### config.mk
export PLATFORM = sky130hd
export DESIGN_NAME = aes_key_expand_ctrl
export DESIGN_NICKNAME = d
export VERILOG_FILES = /design/src/rtl/aes_key_expand_ctrl.sv
export SDC_FILE = /design/constraint.sdc
export NUM_CORES = 1
export LEC_CHECK = 0
export ABC_AREA = 0
export BUFFER_PORTS_ARGS = -buffer_cell sky130_fd_sc_hd__buf_4
export CORE_MARGIN = 2
export CORE_UTILIZATION = 40
export CTS_CLUSTER_DIAMETER = 150
export DETAILED_ROUTE_END_ITERATION = 10
export PLACE_DENSITY = 0.7
export SYNTH_ARGS = -nofsm -noshare
export SYNTH_HDL_FRONTEND = slang
export SYNTH_SLANG_ARGS = --single-unit
### constraint.sdc
create_clock -name clk -period 3 [get_ports clk]
set_input_delay 0.15 -clock clk [delete_from_list [all_inputs] [get_ports clk]]
set_output_delay 0.15 -clock clk [all_outputs]
set_load 0.01 [all_outputs]
### src/rtl/aes_key_expand_ctrl.sv
// Sequential AES-128/192/256 key expansion: one round-key word per clock into a 64x32 register file.
// Optional nr output port enabled by defining AES_KEY_EXPAND_NR_OUT_EN.
module aes_key_expand_ctrl #(
  parameter int unsigned ADDR_W = 6,
  parameter int unsigned DATA_W = 32
) (
  input  logic              clk,
  input  logic              rst,
  input  logic              start,
  input  logic [1:0]        key_len,
  input  logic [255:0]      key_in,
  input  logic [DATA_W-1:0] sub_out,
  output logic [DATA_W-1:0] sub_in,
  output logic              wr_en,
  output logic [ADDR_W-1:0] wr_addr,
  output logic [DATA_W-1:0] wr_data,
  output logic              busy,
  output logic              done
`ifdef AES_KEY_EXPAND_NR_OUT_EN
  ,
  output logic [3:0]        nr
`endif
);

  typedef enum logic [1:0] {IDLE, LOAD, EXPAND, FIN} state_e;

  state_e              state_q, state_d;
  logic [255:0]        key_q, key_d;
  logic [DATA_W-1:0]   win_q [8];
  logic [DATA_W-1:0]   win_d [8];
  logic [ADDR_W-1:0]   i_q, i_d, last_q, last_d;
  logic [2:0]          j_q, j_d, nkm1_q, nkm1_d;
  logic [7:0]          rcon_q, rcon_d;
  logic                wr_en_q, wr_en_d, busy_q, busy_d, done_q, done_d;
  logic [ADDR_W-1:0]   wr_addr_q, wr_addr_d;
  logic [DATA_W-1:0]   wr_data_q, wr_data_d;
  logic [DATA_W-1:0]   temp, wnew;
  logic                emit;
  logic [2:0]          nkm1_dec;
  logic [ADDR_W-1:0]   last_dec;

  assign wr_en   = wr_en_q;
  assign wr_addr = wr_addr_q;
  assign wr_data = wr_data_q;
  assign busy    = busy_q;
  assign done    = done_q;

  always_comb begin
    case (key_len)
      2'd1:    begin nkm1_dec = 3'd5; last_dec = ADDR_W'(51); end
      2'd2:    begin nkm1_dec = 3'd7; last_dec = ADDR_W'(59); end
      default: begin nkm1_dec = 3'd3; last_dec = ADDR_W'(43); end
    endcase
  end

  // Word 0 is emitted straight from key_in on the start edge so it lands in cycle 1;
  // the latched key is then shifted left one word per LOAD cycle.
  always_comb begin
    state_d   = state_q;
    key_d     = key_q;
    win_d     = win_q;
    i_d       = i_q;
    j_d       = j_q;
    last_d    = last_q;
    nkm1_d    = nkm1_q;
    rcon_d    = rcon_q;
    wr_en_d   = 1'b0;
    busy_d    = 1'b0;
    done_d    = 1'b0;
    wr_addr_d = wr_addr_q;
    wr_data_d = wr_data_q;
    sub_in    = '0;
    temp      = win_q[0];
    wnew      = '0;
    emit      = 1'b0;

    unique case (state_q)
      IDLE: begin
        if (start) begin
          nkm1_d    = nkm1_dec;
          last_d    = last_dec;
          key_d     = key_in << 32;
          wnew      = key_in[255:224];
          emit      = 1'b1;
          wr_addr_d = '0;
          i_d       = ADDR_W'(1);
          j_d       = 3'd1;
          rcon_d    = 8'h01;
          state_d   = LOAD;
        end
      end
      LOAD: begin
        wnew      = key_q[255:224];
        key_d     = key_q << 32;
        emit      = 1'b1;
        wr_addr_d = i_q;
        i_d       = i_q + ADDR_W'(1);
        j_d       = (j_q == nkm1_q) ? 3'd0 : j_q + 3'd1;
        if (j_q == nkm1_q) state_d = EXPAND;
      end
      EXPAND: begin
        if (j_q == 3'd0) begin
          sub_in = {win_q[0][23:0], win_q[0][31:24]};
          temp   = sub_out ^ {rcon_q, 24'h0};
          rcon_d = {rcon_q[6:0], 1'b0} ^ (rcon_q[7] ? 8'h1B : 8'h00);
        end else if (nkm1_q == 3'd7 && j_q == 3'd4) begin
          sub_in = win_q[0];
          temp   = sub_out;
        end else begin
          sub_in = win_q[0];
        end
        // win_q[Nk-1] holds w[i-Nk]
        wnew      = win_q[nkm1_q] ^ temp;
        emit      = 1'b1;
        wr_addr_d = i_q;
        i_d       = i_q + ADDR_W'(1);
        j_d       = (j_q == nkm1_q) ? 3'd0 : j_q + 3'd1;
        if (i_q == last_q) state_d = FIN;
      end
      FIN: begin
        done_d  = 1'b1;
        state_d = IDLE;
      end
    endcase

    if (emit) begin
      win_d[0] = wnew;
      for (int unsigned k = 1; k < 8; k++) win_d[k] = win_q[k-1];
      wr_en_d   = 1'b1;
      busy_d    = 1'b1;
      wr_data_d = wnew;
    end
  end

  always_ff @(posedge clk) begin
    if (rst) begin
      state_q   <= IDLE;
      key_q     <= '0;
      for (int unsigned k = 0; k < 8; k++) win_q[k] <= '0;
      i_q       <= '0;
      j_q       <= '0;
      last_q    <= '0;
      nkm1_q    <= '0;
      rcon_q    <= 8'h01;
      wr_en_q   <= 1'b0;
      busy_q    <= 1'b0;
      done_q    <= 1'b0;
      wr_addr_q <= '0;
      wr_data_q <= '0;
    end else begin
      state_q   <= state_d;
      key_q     <= key_d;
      win_q     <= win_d;
      i_q       <= i_d;
      j_q       <= j_d;
      last_q    <= last_d;
      nkm1_q    <= nkm1_d;
      rcon_q    <= rcon_d;
      wr_en_q   <= wr_en_d;
      busy_q    <= busy_d;
      done_q    <= done_d;
      wr_addr_q <= wr_addr_d;
      wr_data_q <= wr_data_d;
    end
  end

`ifdef AES_KEY_EXPAND_NR_OUT_EN
  logic [3:0] nr_q;
  assign nr = nr_q;

  always_ff @(posedge clk) begin
    if (rst) begin
      nr_q <= '0;
    end else if (state_q == IDLE && start) begin
      nr_q <= (key_len == 2'd2) ? 4'd14 : (key_len == 2'd1) ? 4'd12 : 4'd10;
    end
  end
`endif

endmodule

# After elaboration in Yosys (flattened, before gate mapping)
# Index checks and enable logic that the tools add are counted.
dict set report totals {
  regBits 548
  latchBits 0
  ramBits 0
  mem_bits_ro 0
  in_bits 293
  out_inout_bits 73
  word_cells 83
  n_memories 0
}
dict set report classes {
  add_sub_neg 2
  multipliers 0
  div_mod_pow 0
  magnitude_cmp 1
  eq_ne 13
  n_shift 0
  muxes 33
  bitwise_logic 4
  n_reduce_logical 12
}
# op n
set op_table {}
lappend op_table {{$pmux 256 s2} 1}
lappend op_table {{$mux 256} 1}
lappend op_table {{$mux 32} 8}
lappend op_table {{$bmux 32 s3} 1}
lappend op_table {{$pmux 32 s3} 1}
lappend op_table {{$xor 32x32->32} 2}
lappend op_table {{$pmux 6 s2} 2}
lappend op_table {{$mux 8} 2}
lappend op_table {{$pmux 8 s2} 1}
lappend op_table {{$mux 6} 2}
lappend op_table {{$pmux 3 s2} 2}
lappend op_table {{$pmux 5 s2} 1}
lappend op_table {{$ne 2x2->1 const B} 4}
lappend op_table {{$pmux 2 s4} 1}
lappend op_table {{$xor 8x5->8} 1}
lappend op_table {{$add 6x1->6 const B} 1}
lappend op_table {{$eq 2x2->1 const B} 3}
lappend op_table {{$eq 3x3->1 const B} 2}
lappend op_table {{$eq 6x6->1} 1}
lappend op_table {{$mux 2} 3}
lappend op_table {{$mux 3} 2}
lappend op_table {{$reduce_and 2->1} 3}
lappend op_table {{$reduce_and 3->1} 2}
lappend op_table {{$reduce_bool 2->1} 3}
lappend op_table {{12 further kinds} 15}

# Depth between registers and ports, before layout
# Gate-level depths: netlist of the first run.
dict set report depth {
  word_depth 7
  mapped_depth 9
  depth_no_buf 7
}

# Worst setup path after synthesis of the first run
# OpenSTA, ideal clock, no wires.
dict set report synth_path {
  path_type {register -> register}
  from {register state_q[0]}
  to {register win_q[103] (netlist bit)}
  setup_time_ns 0.070
  t_arrival_ns 2.025
  required_ns 2.930
  path_slack_ns 0.905
  path_stages_with_launch 10
  n_path_buf 3
  synth_period_minus_slack_ns 2.095
  path_cell_list {dfxtp_1 > inv_1 > ha_1 > and2_1 > o21bai_1 > buf_2 > clkbuf_1 > buf_1 > nand2_1 > a21oi_1}
}
dict set report synth_via {
  elab_chain_cells 3
  elab_cells_between_ends 5
  cone_classes {eq/ne (2); mux (1); reduce/logical (2)}
}
# element line
set synth_rtl {}
lappend synth_rtl {{from (decl)} 27} ;# state_e state_q, state_d;
lappend synth_rtl {{from (signal assigned)} 151} ;# state_q <= state_d;
lappend synth_rtl {{$eq 2x2->1 / $eq 2x1->1 (equally long branches)} 77} ;# unique case (state_q)
lappend synth_rtl {{$reduce_or 2->1 (no line)} --}
lappend synth_rtl {{$pmux 1 s2 (*)} 77}
lappend synth_rtl {{to (signal assigned)} 153} ;# win_q <= win_d;
lappend synth_rtl {{to (decl)} 29} ;# logic [DATA_W-1:0] win_q [8];
# Mark *: on every way between the ends. The rest lies on a longest branch, timed or not.
# A chain may end at the register's enable or synchronous reset.

# Final worst setup path of the first run
dict set report layout_path {
  from {register j_q[0]}
  to {output port sub_in[3]}
}
dict set report layout_via {
  elab_chain_cells 3
}
# element line
set layout_rtl {}
lappend layout_rtl {{from (decl)} 32} ;# logic [2:0] j_q, j_d, nkm1_q, nkm1_d;
lappend layout_rtl {{from (signal assigned)} 155} ;# j_q <= j_d;
lappend layout_rtl {{$logic_not 3->1} 102} ;# if (j_q == 3'd0) begin
lappend layout_rtl {{$mux 32} 102}
lappend layout_rtl {{$mux 32} 77}
lappend layout_rtl {{to (decl)} 13} ;# output logic [DATA_W-1:0] sub_in,
# Every way passes these cells.

==> results of run 1 <==
stage by stage:
step / cell area (um^2) / util (%) / setup slack, ns / total power [mW] / hold slack, ns
2_1_floorplan: 23030 / - / 0.9048 / 18.09 / 0.2339
3_3_place_gp: 26110 / 46.03 / 0.6092 / 21.32 / 0.3852
3_5_place_dp: 26110 / 46.03 / 0.5595 / 21.69 / 0.3930
4_1_cts: 30600 / 53.95 / 0.05551 / 29.21 / 0.004519
5_1_grt: 30670 / 54.08 / 0.02897 / 31.17 / 0.02821
6_report: 30680 / 54.09 / 0.1487 / 29.61 / 0.001757
logic make-up after synthesis:
group | after synthesis
multiplexers | 314
AO/OA/AOI/OAI | 622
buffers and inverters | 274
adder cells (fa/ha/maj) | 8
AND/OR/NAND/NOR | 826
XOR/XNOR | 44
flip-flops | 510
repair_timing:
item                                    4_1_cts  5_1_grt
endpoints found under the hold margin       259        0
hold buffers                                255        0
endpoints found under the setup margin        0        4
gates resized for setup                       0        3
synthesized netlist by cell type (all sizes together):
| cell type | count | area, um^2 |
|---|---|---|
| dfxtp | 510 | 10210 |
| or4 | 1 | 7.510 |
| a2111o | 1 | 11.26 |
| nor2 | 249 | 934.7 |
| a211oi | 195 | 1464 |
| and3 | 1 | 6.260 |
| nand3b | 1 | 7.510 |
| nor3 | 2 | 10.01 |
| o21ai | 41 | 205.2 |
| o22ai | 33 | 206.5 |
| inv | 6 | 22.52 |
| a21oi | 239 | 1196 |
| ha | 8 | 100.1 |
| nand4b | 1 | 8.760 |
| nor2b | 3 | 18.77 |
| clkbuf | 196 | 735.7 |
| nand2b | 1 | 6.260 |
| buf | 72 | 419.2 |
| nor3b | 2 | 15.01 |
| o21a | 1 | 7.510 |
| a221oi | 1 | 8.760 |
| and2 | 9 | 56.30 |
| xnor2 | 37 | 324.1 |
| nand4 | 2 | 12.51 |
| a22oi | 32 | 240.2 |
| a221o | 33 | 330.3 |
| mux4 | 64 | 1441 |
| nand2 | 533 | 2001 |
| or2 | 3 | 18.77 |
| xor2 | 7 | 61.31 |
| o21bai | 3 | 22.52 |
| a31oi | 1 | 6.260 |
| a41oi | 1 | 8.760 |
| o221ai | 7 | 61.31 |
| nand3 | 18 | 90.09 |
| mux2i | 250 | 2502 |
| a311oi | 1 | 8.760 |
| a21boi | 33 | 247.7 |
metal layers:
metal,GRT usage [%],routed length (um),up-vias
met5,0,64,-
met4,11.26,3361,10
met3,4.884,5947,215
met2,40.78,36580,877
met1,31.64,31890,10240
li1,-,-,10050
state kept, by name, summed over array words and instances, names as in the netlist:
name,count
busy,1
done,1
i_q,6
j_q,3
key_q,224
last_q,1
nkm1_q,2
rcon_q,8
state_q,2
win_q,224
wr_addr,6
wr_data,32
power by group through the flow:
stage | combinational [mW] | clock, mW | sequential, mW
final | 12.6 | 7.17 | 9.86
after floorplan | 8.82 | 0 | 9.27
after detailed placement | 11.7 | 0 | 9.94
after global routing | 13.6 | 7.54 | 10.0
after global placement | 11.5 | 0 | 9.84
after CTS | 12.2 | 7.24 | 9.79
area by class of cell:
class	instances	area, um^2	share of cell area, %
tap	756	945.9	3.083
inverter	6	22.52	0.07342
clock inverter	25	281.5	0.9177
clock buffer	81	1655	5.396
timing repair buffer	661	5796	18.89
sequential	510	10220	33.30
multi-input combinational	1814	11710	38.17
antenna	20	50.05	0.1631
worst min-delay path by stage:
stage | startpoint | cells past startpoint | end
5_1_grt | key_in[231] | 4 | wr_data[7]$_SDFFE_PP0P_
6_report | key_in[206] | 3 | key_q[238]$_SDFFE_PP0P_
3_3_place_gp | key_in[27] | 3 | key_q[59]$_SDFFE_PP0P_
2_1_floorplan | rst | 1 | busy$_SDFF_PP0_
4_1_cts | key_in[206] | 3 | key_q[238]$_SDFFE_PP0P_
3_5_place_dp | key_in[6] | 3 | key_q[38]$_SDFFE_PP0P_
critical path, delay by kind of cell, from the launching register on:
| kind | cells | cell delay [ns] |
|---|---|---|
| buffers and inverters | 3 | 0.70 |
| and+or+nand+nor | 2 | 0.30 |
| DFF | 1 | 0.40 |
| adders and majority gates | 1 | 0.28 |
| AOI/OAI and AO/OA | 1 | 0.43 |
==> results.json, run 1 <==
{
  "max_stage_delay_ns": 0.43,
  "synth_area_mm2": 0.02303,
  "cp.arrival_ns": 2.70,
  "powerDensity_mw_per_mm2": 965.3,
  "grt_pass1_wl_um": 118000,
  "period_needed_ns": 2.851,
  "ys_ff_latch": 510,
  "synthMuxAreaShare_pct": 17.12,
  "rows": 87,
  "num_vias": 21390,
  "drt_pass1_iterations": 6,
  "final-max-slew-violation-count": 0,
  "cts_root_buf": "clkbuf_16",
  "core_area_mm2": 0.05671,
  "critical_path_required_ns": 2.85,
  "crit_path_start_kind": "flip-flop",
  "p_int_mw": 17.46,
  "fmax_ghz": 0.3507,
  "synth_cells": 2598,
  "yosysWarnings": 0,
  "place_inst": 3490,
  "clock_power_share_pct": 24.2,
  "ff2ff_path_depth": 9,
  "cts_buffer_depth": 3,
  "cts_tree": "built",
  "setup_viol": 0,
  "synth_compound_area_share_pct": 17.47,
  "synth_xor_xnor_area_share_pct": 1.673,
  "synth_simple_gate_area_share_pct": 13.86,
  "post-dp-hpwl_um": 49600,
  "slew_headroom_pct": 40.24,
  "period_share_pct": 95.04,
  "htree_levels": 2,
  "ioPinCount": 366,
  "worstMarginPinSlew_ns": 0.8930,
  "clock_latency_ns": 0.64,
  "crit_type": "flip-flop to output pin",
  "final_nets": 3350,
  "crit_path_end": "sub_in[3]",
  "io_buffers": 365,
  "final-hold-violation-count": 0,
  "numCtsBuffers": 56,
  "initial_utilization_pct": 40.62,
  "reg2reg_to": "wr_data[23]$_SDFFE_PP0P_",
  "hold_class": "primary input to flip-flop",
  "critPathSlowestCell": "a21boi_0",
  "outcome": "finished, final reports clean",
  "irDropWorstVdd_uv": 1134,
  "switching_share_pct": 41.05,
  "wl_per_cell_um": 20.10,
  "layout-drive-gt1-share_pct": 18.79,
  "overflow": 0,
  "syn2layout_area_growth_pct": 33.18,
  "r2r-start": "state_q[0]$_SDFFE_PP0P_",
  "p_leak_nw": 11.44,
  "synth_nets": 2899,
  "p_comb_share_pct": 42.5,
  "drc": 0,
  "tritoncts_num_sinks": 510,
  "die_w_um": 244.0,
  "synth_top_family_by_area": "compound AO/OA/AOI/OAI gates",
  "grt_max_degree": 171,
  "most-common-layout-cells": "nand2_1, dfxtp_1, buf_4",
  "routabilityCongestion": 0.8445,
  "post_cts_buffers": 0,
  "ys_seq_area_share_pct": 44.32,
  "cp_common_cell": "buf_4",
  "cp-startpoint": "j_q[0]$_SDFFE_PP0P_",
  "drt_iter0_drc": 2076,
  "reg2reg_slack_ns": 0.22,
  "wl_um": 77840,
  "die_h_um": 244.0,
  "fin_skew_ns": 0.05984,
  "finalNonFillerCells": 3873,
  "ant_nets": 0,
  "via_per_inst": 5.523,
  "endpoint_kind": "output pin",
  "synth_fa_ha_area_share_pct": 0.4345,
  "cap_violations": 0,
  "grt_setup_unrepaired": "false",
  "cp_max_fo": 29,
  "netSwitchingPower_mw": 12.16,
  "grt_pass1_vias": 21160,
  "setup_tns_ns": 0,
  "grt_usage_pct": 24.86,
  "mostFrequentLayoutCell": "nand2_1",
  "path_clk_slew_ns": 0.06,
  "fillers": 4813,
  "antenna_found_initial": 24,
  "die_area_mm2": 0.05952,
  "cp_cell_sequence": "inv_1, ha_1, nand2b_1, buf_4, nand2_1, a21boi_0, buf_4",
  "seq_power_share_pct": 33.3,
  "postSynthAreaPerCell_um2": 8.866,
  "synth_cell_types": 42
}
No activity file was read; power rests on OpenSTA's default activity.
==> inputs of run 2 (changes only) <==
Settings changed: CORE_MARGIN 2 to 5.
==> results.json, run 2 (synthesized netlist as in run 1, its figures left out) <==
{
  "setup_ws_ns": 0.1101,
  "fin_util_pct": 53.53,
  "path_delay_family": "buffers and inverters",
  "final_nets": 3358,
  "die_w_um": 250.0,
  "dr_wl_met3_um": 5803,
  "slew_headroom_pct": 45.93,
  "reg2reg_slack_ns": 0.14,
  "fin_skew_ns": 0.04960,
  "cp_cell_sequence": "inv_1, ha_1, buf_4, a21boi_0, buf_4",
  "place_inst": 3502,
  "ff2ff_path_depth": 9,
  "post_cts_buffers": 0,
  "numCtsBuffers": 54,
  "mostFrequentLayoutCell": "nand2_1",
  "finalNonFillerCells": 3883,
  "core_area_mm2": 0.05737,
  "path_depth": 5,
  "critPathSlowestCell": "ha_1",
  "htree_levels": 2,
  "antenna_found_initial": 19,
  "setup_tns_ns": 0,
  "ant_nets": 0,
  "die_h_um": 250.0,
  "wl_um": 77080,
  "dp_slack_ns": 0.4193,
  "irDropWorstVdd_uv": 940.8,
  "tritoncts_num_sinks": 510,
  "critical_path_required_ns": 2.85,
  "path_clk_slew_ns": 0.06,
  "die_area_mm2": 0.06249,
  "most-common-layout-cells": "nand2_1, dfxtp_1, buf_4",
  "cts_root_buf": "clkbuf_16",
  "fin_hold_ws_ns": -0.003052,
  "grt_max_degree": 157,
  "io_buffers": 365,
  "clock_latency_ns": 0.62,
  "route.met2.wl_um": 36590,
  "ioPinCount": 366,
  "worstMarginPinSlew_ns": 0.8080,
  "routabilityCongestion": 0.8791,
  "crit_path_start_kind": "flip-flop",
  "drt_pass1_iterations": 6,
  "cp.arrival_ns": 2.74,
  "crit_path_end": "sub_in[30]",
  "powerDensity_mw_per_mm2": 951.0,
  "reg2reg_to": "wr_data[30]$_SDFFE_PP0P_",
  "cts_tree": "built",
  "violations": "hold timing",
  "setup_viol": 0,
  "post-dp-hpwl_um": 51000,
  "syn2layout_area_growth_pct": 33.30,
  "hold_class": "primary input to flip-flop",
  "cp-startpoint": "state_q[0]$_SDFFE_PP0P_",
  "cp_max_fo": 12,
  "cap_violations": 0,
  "drt_iter0_drc": 1961,
  "outcome": "complete, but fails checks",
  "r2r-start": "j_q[0]$_SDFFE_PP0P_",
  "num_vias": 21220,
  "drt-met1-wl_um": 31570,
  "fmax_ghz": 0.3460,
  "endpoint_kind": "output pin",
  "drc": 0,
  "period_share_pct": 96.33,
  "final-max-slew-violation-count": 0,
  "cp_num_buf_inv": 3,
  "grt_pass1_wl_um": 118600,
  "grt_setup_unrepaired": "false",
  "top_layer_used": "met5",
  "cp_common_cell": "buf_4",
  "layout-drive-gt1-share_pct": 18.57,
  "cts_buffer_depth": 3,
  "max_stage_delay_ns": 0.60,
  "initial_utilization_pct": 40.15,
  "wl_per_cell_um": 19.85,
  "overflow": 0,
  "grt_pass1_vias": 21010,
  "final-hold-violation-count": 1,
  "period_needed_ns": 2.890,
  "rows": 88,
  "p_leak_nw": 11.44,
  "grt_usage_pct": 23.46,
  "via_per_inst": 5.465,
  "crit_type": "flip-flop to output pin"
}
run 2: changes by cell type in the layout (fill, tap and decap cells not counted), sizes merged:
cell | before | now
buf | 405 | 407
diode | 20 | 17
inv | 10 | 7
bufinv | 4 | 3
dlygate4sd3 | 255 | 264
clkinvlp | 1 | 3
clkinv | 16 | 11
run 2: worst register-to-register path, stage by stage (launching register included):
cell,delay [ns]
dfxtp_1,0.34
inv_1,0.09
ha_1,0.23
nor2b_2,0.44
buf_4,0.21
a41oi_1,0.04
a221oi_1,0.56
xnor2_1,0.18
o22ai_1,0.10
dlygate4sd3_1,0.59
run 2: area by class of cell:
cell class	count	area (um^2)
Multi-Input combinational cell	1814	11710
Tap cell	765	957.2
Fill cell	4938	26660
Inverter	6	22.52
Antenna cell	17	42.54
Clock inverter	18	216.5
Clock buffer	82	1648
Timing Repair Buffer	671	5893
Sequential cell	510	10220
run 2: through the flow:
step | instance area (um^2) | total power, mW
floorplan | 23030 | 18.09
global placement | 26150 | 21.45
detailed placement | 26150 | 21.78
CTS | 30660 | 29.12
global route | 30700 | 30.86
finish | 30710 | 29.20
run 2: worst min-delay path by stage:
stage / start / slack [ns] / endpoint / depth (start not counted)
after floorplan: rst / 0.23 / busy$_SDFF_PP0_ / 1
after global placement: key_in[19] / 0.38 / key_q[51]$_SDFFE_PP0P_ / 3
after detailed placement: key_in[1] / 0.39 / key_q[33]$_SDFFE_PP0P_ / 3
after CTS: key_in[211] / 0.003 / key_q[243]$_SDFFE_PP0P_ / 3
after global routing: key_in[205] / 0.02 / key_q[237]$_SDFFE_PP0P_ / 3
final: key_in[187] / -0.003 / key_q[219]$_SDFFE_PP0P_ / 3
run 2: timing repair:
item / 4_1_cts / 5_1_grt
endpoints found under the setup margin: 0 / 7
hold endpoints to repair: 292 / 0
resized for setup: 0 / 2
hold buffers: 264 / 0
run 2: metal layers:
metal	track usage [%]	up-vias
met5	0	-
met1	30.48	10130
li1	-	10060
met2	38.50	839
met4	9.761	6
met3	4.481	184
run 2: power by group:
group / internal, mW / total [mW] / switching (mW)
clock: 4.06 / 6.90 / 2.84
sequential: 8.41 / 9.86 / 1.45
combinational: 4.92 / 12.4 / 7.53
total: 17.4 / 29.2 / 11.8
